===== src/rtl/wb_pkg.sv =====
// Shared write-back definitions: register/data widths and the queue entry layout.
package wb_pkg;

  localparam int unsigned AW = 3;
  localparam int unsigned DW = 32;

  typedef struct packed {
    logic [AW-1:0] rd;
    logic [DW-1:0] data;
  } wb_entry_t;

endpackage


===== src/rtl/wb_fwd_match.sv =====
// Priority match across queue entries presented youngest-first (index 0 = youngest).
module wb_fwd_match #(
  parameter int unsigned DEPTH = 4,
  parameter int unsigned AW    = wb_pkg::AW,
  parameter int unsigned DW    = wb_pkg::DW
) (
  input  logic [DEPTH-1:0]         valid,
  input  logic [DEPTH-1:0][AW-1:0] rd,
  input  logic [DEPTH-1:0][DW-1:0] data,
  input  logic [AW-1:0]            key,
  output logic                     hit,
  output logic [DW-1:0]            value
);

  // Scan oldest to youngest so the last (youngest) match overrides earlier ones.
  always_comb begin
    hit   = 1'b0;
    value = '0;
    for (int unsigned i = 0; i < DEPTH; i++) begin
      if (valid[DEPTH-1-i] && (rd[DEPTH-1-i] == key)) begin
        hit   = 1'b1;
        value = data[DEPTH-1-i];
      end
    end
  end

endmodule


===== src/rtl/writeback_queue.sv =====
// In-order write-back staging queue: two producers in, one register-file write
// port out, with forwarding of pending results to the two read ports.
module writeback_queue #(
  parameter int unsigned DEPTH = 4,
  parameter int unsigned AW    = wb_pkg::AW,
  parameter int unsigned DW    = wb_pkg::DW
) (
  input  logic                 clk,
  input  logic                 rst,
  input  logic [1:0]           in_valid,
  output logic [1:0]           in_ready,
  input  logic [1:0][AW-1:0]   in_reg,
  input  logic [1:0][DW-1:0]   in_data,
  output logic                 RegWrite,
  output logic [0:0][AW-1:0]   write_reg,
  output logic [0:0][DW-1:0]   write_data,
  input  logic [1:0][AW-1:0]   fwd_reg,
  output logic [1:0]           fwd_hit,
  output logic [1:0][DW-1:0]   fwd_data
);

  localparam int unsigned PW = $clog2(DEPTH);
  localparam int unsigned CW = $clog2(DEPTH + 1);

  logic [AW-1:0] ent_rd   [DEPTH];
  logic [DW-1:0] ent_data [DEPTH];
  logic [PW-1:0] head;
  logic [PW-1:0] tail;
  logic [CW-1:0] count;
  logic [AW-1:0] last_rd;
  logic [DW-1:0] last_data;

  logic          acc0;
  logic          acc1;
  logic          drain;
  logic [PW-1:0] tail1;

  logic [DEPTH-1:0]         age_valid;
  logic [DEPTH-1:0][AW-1:0] age_rd;
  logic [DEPTH-1:0][DW-1:0] age_data;

  // Readiness looks only at registered occupancy; the same-cycle drain is not credited.
  assign in_ready[0] = (count < CW'(DEPTH));
  assign in_ready[1] = (count < CW'(DEPTH - 1));

  assign acc0  = in_valid[0] & in_ready[0];
  assign acc1  = in_valid[1] & in_ready[1];
  assign drain = (count != '0);
  // Port 1 lands right after port 0 when both are taken, otherwise at tail.
  assign tail1 = tail + PW'(acc0);

  // Queue state: enqueue at tail, retire the head every cycle the queue is non-empty.
  always_ff @(posedge clk or posedge rst) begin
    if (rst) begin
      head      <= '0;
      tail      <= '0;
      count     <= '0;
      last_rd   <= '0;
      last_data <= '0;
      for (int unsigned i = 0; i < DEPTH; i++) begin
        ent_rd[i]   <= '0;
        ent_data[i] <= '0;
      end
    end else begin
      if (acc0) begin
        ent_rd[tail]   <= in_reg[0];
        ent_data[tail] <= in_data[0];
      end
      if (acc1) begin
        ent_rd[tail1]   <= in_reg[1];
        ent_data[tail1] <= in_data[1];
      end
      if (drain) begin
        head      <= head + 1'b1;
        last_rd   <= ent_rd[head];
        last_data <= ent_data[head];
      end
      tail  <= tail + PW'(acc0) + PW'(acc1);
      count <= count + CW'(acc0) + CW'(acc1) - CW'(drain);
    end
  end

  // Write port: head entry while non-empty; otherwise hold the last committed values.
  always_comb begin
    RegWrite      = drain;
    write_reg[0]  = drain ? ent_rd[head]   : last_rd;
    write_data[0] = drain ? ent_data[head] : last_data;
  end

  // Reorder live entries youngest-first (slot k = tail-1-k) for the priority search.
  always_comb begin
    age_valid = '0;
    age_rd    = '0;
    age_data  = '0;
    for (int unsigned k = 0; k < DEPTH; k++) begin
      logic [PW-1:0] idx;
      idx          = tail - PW'(k + 1);
      age_valid[k] = (CW'(k) < count);
      age_rd[k]    = ent_rd[idx];
      age_data[k]  = ent_data[idx];
    end
  end

  for (genvar p = 0; p < 2; p++) begin : g_fwd
    wb_fwd_match #(
      .DEPTH (DEPTH),
      .AW    (AW),
      .DW    (DW)
    ) u_match (
      .valid (age_valid),
      .rd    (age_rd),
      .data  (age_data),
      .key   (fwd_reg[p]),
      .hit   (fwd_hit[p]),
      .value (fwd_data[p])
    );
  end

endmodule

===== config.mk =====
export PLATFORM = sky130hd
export DESIGN_NAME = writeback_queue
export DESIGN_NICKNAME = d
export VERILOG_FILES = /design/src/rtl/wb_pkg.sv /design/src/rtl/wb_fwd_match.sv /design/src/rtl/writeback_queue.sv
export SDC_FILE = /design/constraint.sdc
export NUM_CORES = 1
export LEC_CHECK = 0
export BUFFER_PORTS_ARGS = -buffer_cell sky130_fd_sc_hd__buf_2
export CORE_MARGIN = 2
export CORE_UTILIZATION = 55
export CTS_CLUSTER_SIZE = 40
export DETAILED_ROUTE_END_ITERATION = 10
export GPL_ROUTABILITY_DRIVEN = 0
export PLACE_DENSITY = 0.84
export RECOVER_POWER = 50
export SLEW_MARGIN = 20
export SYNTH_ARGS = -nofsm -noshare
export SYNTH_HDL_FRONTEND = slang
export SYNTH_HIERARCHICAL = 1
export SYNTH_SLANG_ARGS = --single-unit

===== constraint.sdc =====
create_clock -name clk -period 11.1 [get_ports clk]
set_input_delay 0.555 -clock clk [delete_from_list [all_inputs] [get_ports clk]]
set_output_delay 0.555 -clock clk [all_outputs]
set_load 0.01 [all_outputs]

* Word-level counts from Yosys, hierarchy flattened
Cells that the tools add are included.
** Storage, ports and cells
- Bits in registers :: 182
- Input bits :: 80
- Output and inout bits :: 104
- Logic and storage cells :: 127
** Operators by class
- Add/subtract/negate cells :: 9
- Equal/unequal tests :: 8
- Reductions and logical operators :: 11
- Bitwise gates (word level) :: 8
- Muxes and demuxes :: 64
- Order comparisons :: 14
** Operators by type and width (number)
- $mux W32 :: 21
- $bmux W32 S2 :: 5
- $bwmux W128 :: 2
- $mux W128 :: 2
- $demux W32 S2 :: 2
- $mux W3 :: 13
- $bmux W3 S2 :: 5
- $bwmux W12 :: 2
- $eq A3 B3 Y1 :: 8
- $mux W12 :: 2
- $ge A3 B3 Y1 const B :: 6
- $not A2 Y3 :: 6
- $demux W3 S2 :: 2
- $logic_and A1 B1 Y1 :: 10
- $mux W1 :: 8
- $add A3 B1 Y3 :: 2
- $lt A1 B3 Y1 const A :: 2
- $lt A2 B3 Y1 const A :: 2
- $lt A3 B1 Y1 const B :: 2
- $add A2 B1 Y2 :: 2
- $sub A2 B2 Y2 const B :: 2
- $lt A3 B2 Y1 const B :: 1
- $lt A3 B3 Y1 const B :: 1
- $reduce_bool A3 Y1 :: 1
- 4 further kinds :: 5

* Longest topological paths before layout
- Depth after elaboration :: 10
- Mapped depth :: 15
- Gate-level depth less buffers :: 8

* Modules after synthesis
Netlist, hierarchy kept.
** By module, submodules not included
- writeback_queue :: instances 1, cells each 788, area an instance 12891.1 µm², sequential area each 4554.4 µm²
- wb_fwd_match :: instances 2, cells each 284, area an instance 1835.5 µm², sequential area each 0.0 µm²

* Worst setup path before layout
Ideal clock, no wire load.
- Path kind :: register to output
- Start :: reg tail[0]
- End :: out fwd_data[10] (netlist name)
- Buffers on the path :: 8
- Data required time :: 10.545 ns
- Slack :: 6.722 ns
- Cell stages (with the launch flop) :: 16
- Arrival time :: 3.823 ns
- Cell sequence :: dfrtp_1 buf_2 buf_2 buf_2 buf_2 inv_1 ha_1 clkbuf_1 buf_2 mux4_2 xnor2_1 and4_1 buf_4 buf_8 o221ai_2 a31oi_1
** RTL lines
- from (decl) :: RTL line writeback_queue.sv:28 : logic [PW-1:0] tail;
- from (signal assigned) :: RTL line writeback_queue.sv:78 : tail <= tail + PW'(acc0) + PW'(acc1);
- to (decl) :: RTL line writeback_queue.sv:19 : output logic [1:0][DW-1:0] fwd_data

* Worst setup path in the final report
- Start :: reg count[2]
- End :: reg ent_data[40] (netlist name)
** Between the ends
- Longest elaborated chain between the ends :: 10
- Elaborated cells on any way between the ends :: 14
- Those cells by class :: add/sub (1); order compare (4); mux (5); bitwise (3); reduce/logical (1)
** Ends and longest elaborated chain
- from (decl) :: RTL line writeback_queue.sv:29 : logic [CW-1:0] count;
- from (signal assigned) :: RTL line writeback_queue.sv:79 : count <= count + CW'(acc0) + CW'(acc1) - CW'(drain);
- $lt A3 B3 Y1 :: RTL line writeback_queue.sv:43 : assign in_ready[0] = (count < CW'(DEPTH));
- $and A1 B1 Y1 :: RTL line writeback_queue.sv:46 : assign acc0 = in_valid[0] & in_ready[0];
- $add A2 B1 Y2 :: RTL line writeback_queue.sv:50 : assign tail1 = tail + PW'(acc0);
- $not A2 Y3 (implied by the code) :: RTL line writeback_queue.sv:71 : ent_data[tail1] <= in_data[1];
- $ge A3 B3 Y1 (implied by the code) / $lt A3 B1 Y1 (equally long branches) :: RTL line writeback_queue.sv:71
- $logic_and A1 B1 Y1 (implied by the code) :: RTL line writeback_queue.sv:71
- $mux W32 (implied by the code) :: RTL line writeback_queue.sv:71
- $demux W32 S2 :: RTL line writeback_queue.sv:71
- $bwmux W128 :: RTL line writeback_queue.sv:71
- $mux W128 (*) :: RTL line writeback_queue.sv:69 : if (acc1) begin
- to (signal, indexed assignment) :: RTL line writeback_queue.sv:67 : ent_data[tail] <= in_data[0];
- to (signal, indexed assignment) :: RTL line writeback_queue.sv:71
- to (decl) :: RTL line writeback_queue.sv:26 : logic [DW-1:0] ent_data [DEPTH];
Every way passes the cells marked *; elsewhere a longest branch is shown, timed or not.
A chain may end at the register's enable or synchronous reset.

==> summary.txt <==
Outcome
  • Status: finished, violations left
  • Violated checks: max-capacitance violations, max-slew violations

STA
  • Max Slew Vio Count: 406
  • Worst Skew: 14.5 ps
  • Worst-Margin Slew: between 5000 and 6000 ps
  • Total Neg Setup Slack: 0 ps
  • Final setup viols: 0
  • Relative slew margins: -240%
  • RSZ-0062 raised after global routing: false
  • Final-report hold violation count: 0
  • Fmax achieved: about 140 MHz
  • Worst setup margin: roughly 4000 ps
  • Fin crit period: roughly 7100 ps
  • Fin crit share: 63.8%

Clock tree
  • Post-CTS setup buffers: 0
  • Root buffer cell: clkbuf_16
  • TritonCTS clock tree: done
  • CTS H-tree depth: 4
  • CTS max path bufs: 2
  • Hold buffer count at CTS: 0
  • CTS buffer count: 17
  • Clk_lat worst skew: 470 ps
  • Clock sink count: approximately 180
  • CTS clk-pin slew, worst paths: ~70 ps
  • Post-CTS Resized: 0

Detailed routing
  • Initial DRT Pass Iterations: 9
  • Initial DRC Count: 1773
  • Routed wire length: roughly 50000 µm
  • Drt wl/cell: approximately 27 µm
  • Vias per cell: 7.33
  • Via count: 13500
  • Final ANT Viol Nets: 0
  • DRC errors left: 0

Global route
  • GRT Total Usage: a little under a third
  • First-pass GRT wire length: 76100 µm
  • Vias in the first global route: roughly 13000
  • Initial antenna violation count: 8
  • Pin count of the biggest net entering global routing: 112
  • Grt ovf: 0

Setup path
  • Crit. Startpoint: count[2]
  • CP Class: reg -> reg
  • Worst path max stage delay: around 2200 ps
  • Reg2reg start: count[2]
  • CP cell instances: clkbuf_1 > nor2b_1 > ha_1 > xor2_1 > nand4b_1 > mux2_1
  • R2r setup slk: 4020 ps
  • CP startpoint kind: flip-flop
  • Worst setup EP type: flip-flop
  • WP data arrival: about 7400 ps
  • Crit-path slowest cell: clkbuf_1
  • Worst Reg-to-Reg Cells: 6
  • Peak fanout along the critical path: 72
  • WP data required: around 11000 ps

Cells and area
  • Most frequent cells in the layout: buf_2 (180), dfrtp_1 (177), mux4_2 (175)
  • Footprint of the multi-input gates: ~11000 µm²
  • Commonest non-fill, non-tap cell in the layout: buf_2
  • Register Area: 4570 µm²
  • Final nets: approximately 1500
  • # fillers: between 2000 and 2500
  • Area growth syn-to-layout: 8.64%
  • Fraction of layout cells with a size suffix above 1: 45.0%

Logic synthesis
  • Synth async-reset ratio: 100%
  • Syn nets: around 1400
  • Yosys warnings: 6
  • Most used flip-flop cell after synthesis: dfrtp_1
  • Post-synthesis cell count: around 1400
  • Yosys top cell area share: a little over a quarter
  • Synth unique cells: 40
  • Synthesis-stage register bit count: 182
  • Syn Area/Cell: roughly 12 µm²
  • Area leader, netlist: dfrtp_1
  • Cell Area, Synth: 16600 µm²
  • Number of synthesized flops with an enable pin: 0
  • Sequential element share of the synthesized area: a little over a quarter
  • Top cells by area, synth: dfrtp_1 (27%), mux4_2 (24%), mux2_2 (12%), mux2_1 (9.8%), o221ai_2 (5.3%)

Placement
  • Dpl hpwl: between 30000 and 40000 µm
  • Port bufs: ~180
  • Pre-CTS setup slack: ~5300 ps

Die
  • Rows: 63
  • Die X: 178 µm
  • # IOs: about 180
  • Initial core utilization: between 50% and 60%
  • Die Span Y: ~180 µm
  • Placeable Area: 29600 µm²
  • Die area: between 30000 and 40000 µm²

Job
  • Max-Cap Viols: 7

Hold path
  • Hold crit path type: in -> reg
  • Hold path startpoint: in_data[55]
  • Min-Delay Path Depth: 2
## cell usage after synthesis (3+ instances only)
| cell | count |
|---|---|
| and4_1 | 4 |
| nor2_1 | 64 |
| xnor2_1 | 21 |
| buf_4 | 3 |
| buf_8 | 6 |
| a31oi_1 | 62 |
| inv_1 | 12 |
| o221ai_1 | 4 |
| nand3b_4 | 4 |
| buf_2 | 89 |
| buf_6 | 4 |
| nand2_1 | 132 |
| nand3b_1 | 62 |
| mux2_1 | 144 |
| nand4_1 | 4 |
| dfrtp_1 | 182 |
| xor2_1 | 8 |
| mux4_2 | 175 |
| clkbuf_1 | 40 |
| mux2_2 | 171 |
| nor4_1 | 62 |
| ha_1 | 10 |
| o221ai_2 | 58 |
| buf_1 | 8 |
## area by class of cell
type / instances / share of cell area, %
Tap cell: 390 / 2.71
Inverter: 14 / 0.299
Timing Repair Buffer: 206 / 5.97
Antenna cell: 5 / 0.0695
Clock inverter: 13 / 0.876
Multi-Input combinational cell: 1010 / 62.3
Sequential cell: 182 / 25.4
Clock buffer: 19 / 2.41
## logic make-up (layout without fill, tap and decap cells)
logic type,count (synthesis),in the layout,share of synthesized area (%)
other,0,5,0
xor gates and xnor gates,31,31,1.73
DFF,182,182,27.5
AOI/OAI and AO/OA,133,133,8.25
muxes,490,490,45.2
adders and majority gates,11,11,0.876
buffers and inverters,164,252,5.05
and+or+nand+nor,345,345,11.4
## routing by layer
metal	vias to the layer above	track usage, %	wire length [µm]
met4	8	14.5	2210
met1	6726	41.4	18400
met2	1015	48.7	22900
li1	5528	-	-
met5	-	0	49
met3	194	8.76	5560
## worst max-delay path: cells and delay by family, from the launching register on
family	cells	cell delay [ps]
flops	1	360
simple gates	2	2480
buf+inv	1	2240
fa+ha+maj	1	400
xor+xnor	1	260
mux	1	1190
## sequential cells by signal (all words and copies together), names as in the netlist
register / flops
count: 3
head: 2
ent_rd: 12
last_rd: 3
tail: 2
last_data: 32
ent_data: 128
## stage by stage
step	cells	cell area [µm²]	hold WS, ps	utilization, %
after floorplan	1356	16600	513	-
after global placement	1802	17500	459	58.9
after detailed placement	1802	17500	466	58.9
after CTS	1834	18100	278	60.9
after global routing	1835	18000	349	60.7
final	1839	18000	348	60.7
## path summary, 6_finish.rpt
| check | endpoint |
|---|---|
| setup reg to reg | ent_data[40] |
| min in group asynchronous | last_data[26] |
| hold reg to reg | last_data[24] |
| hold / removal | ent_data[55] |
| setup / recovery | ent_data[40] |
| max in group asynchronous | head[0] |
Power is not shown: default switching activity piles up to over one toggle a cycle in this logic, so the estimate is an artifact.
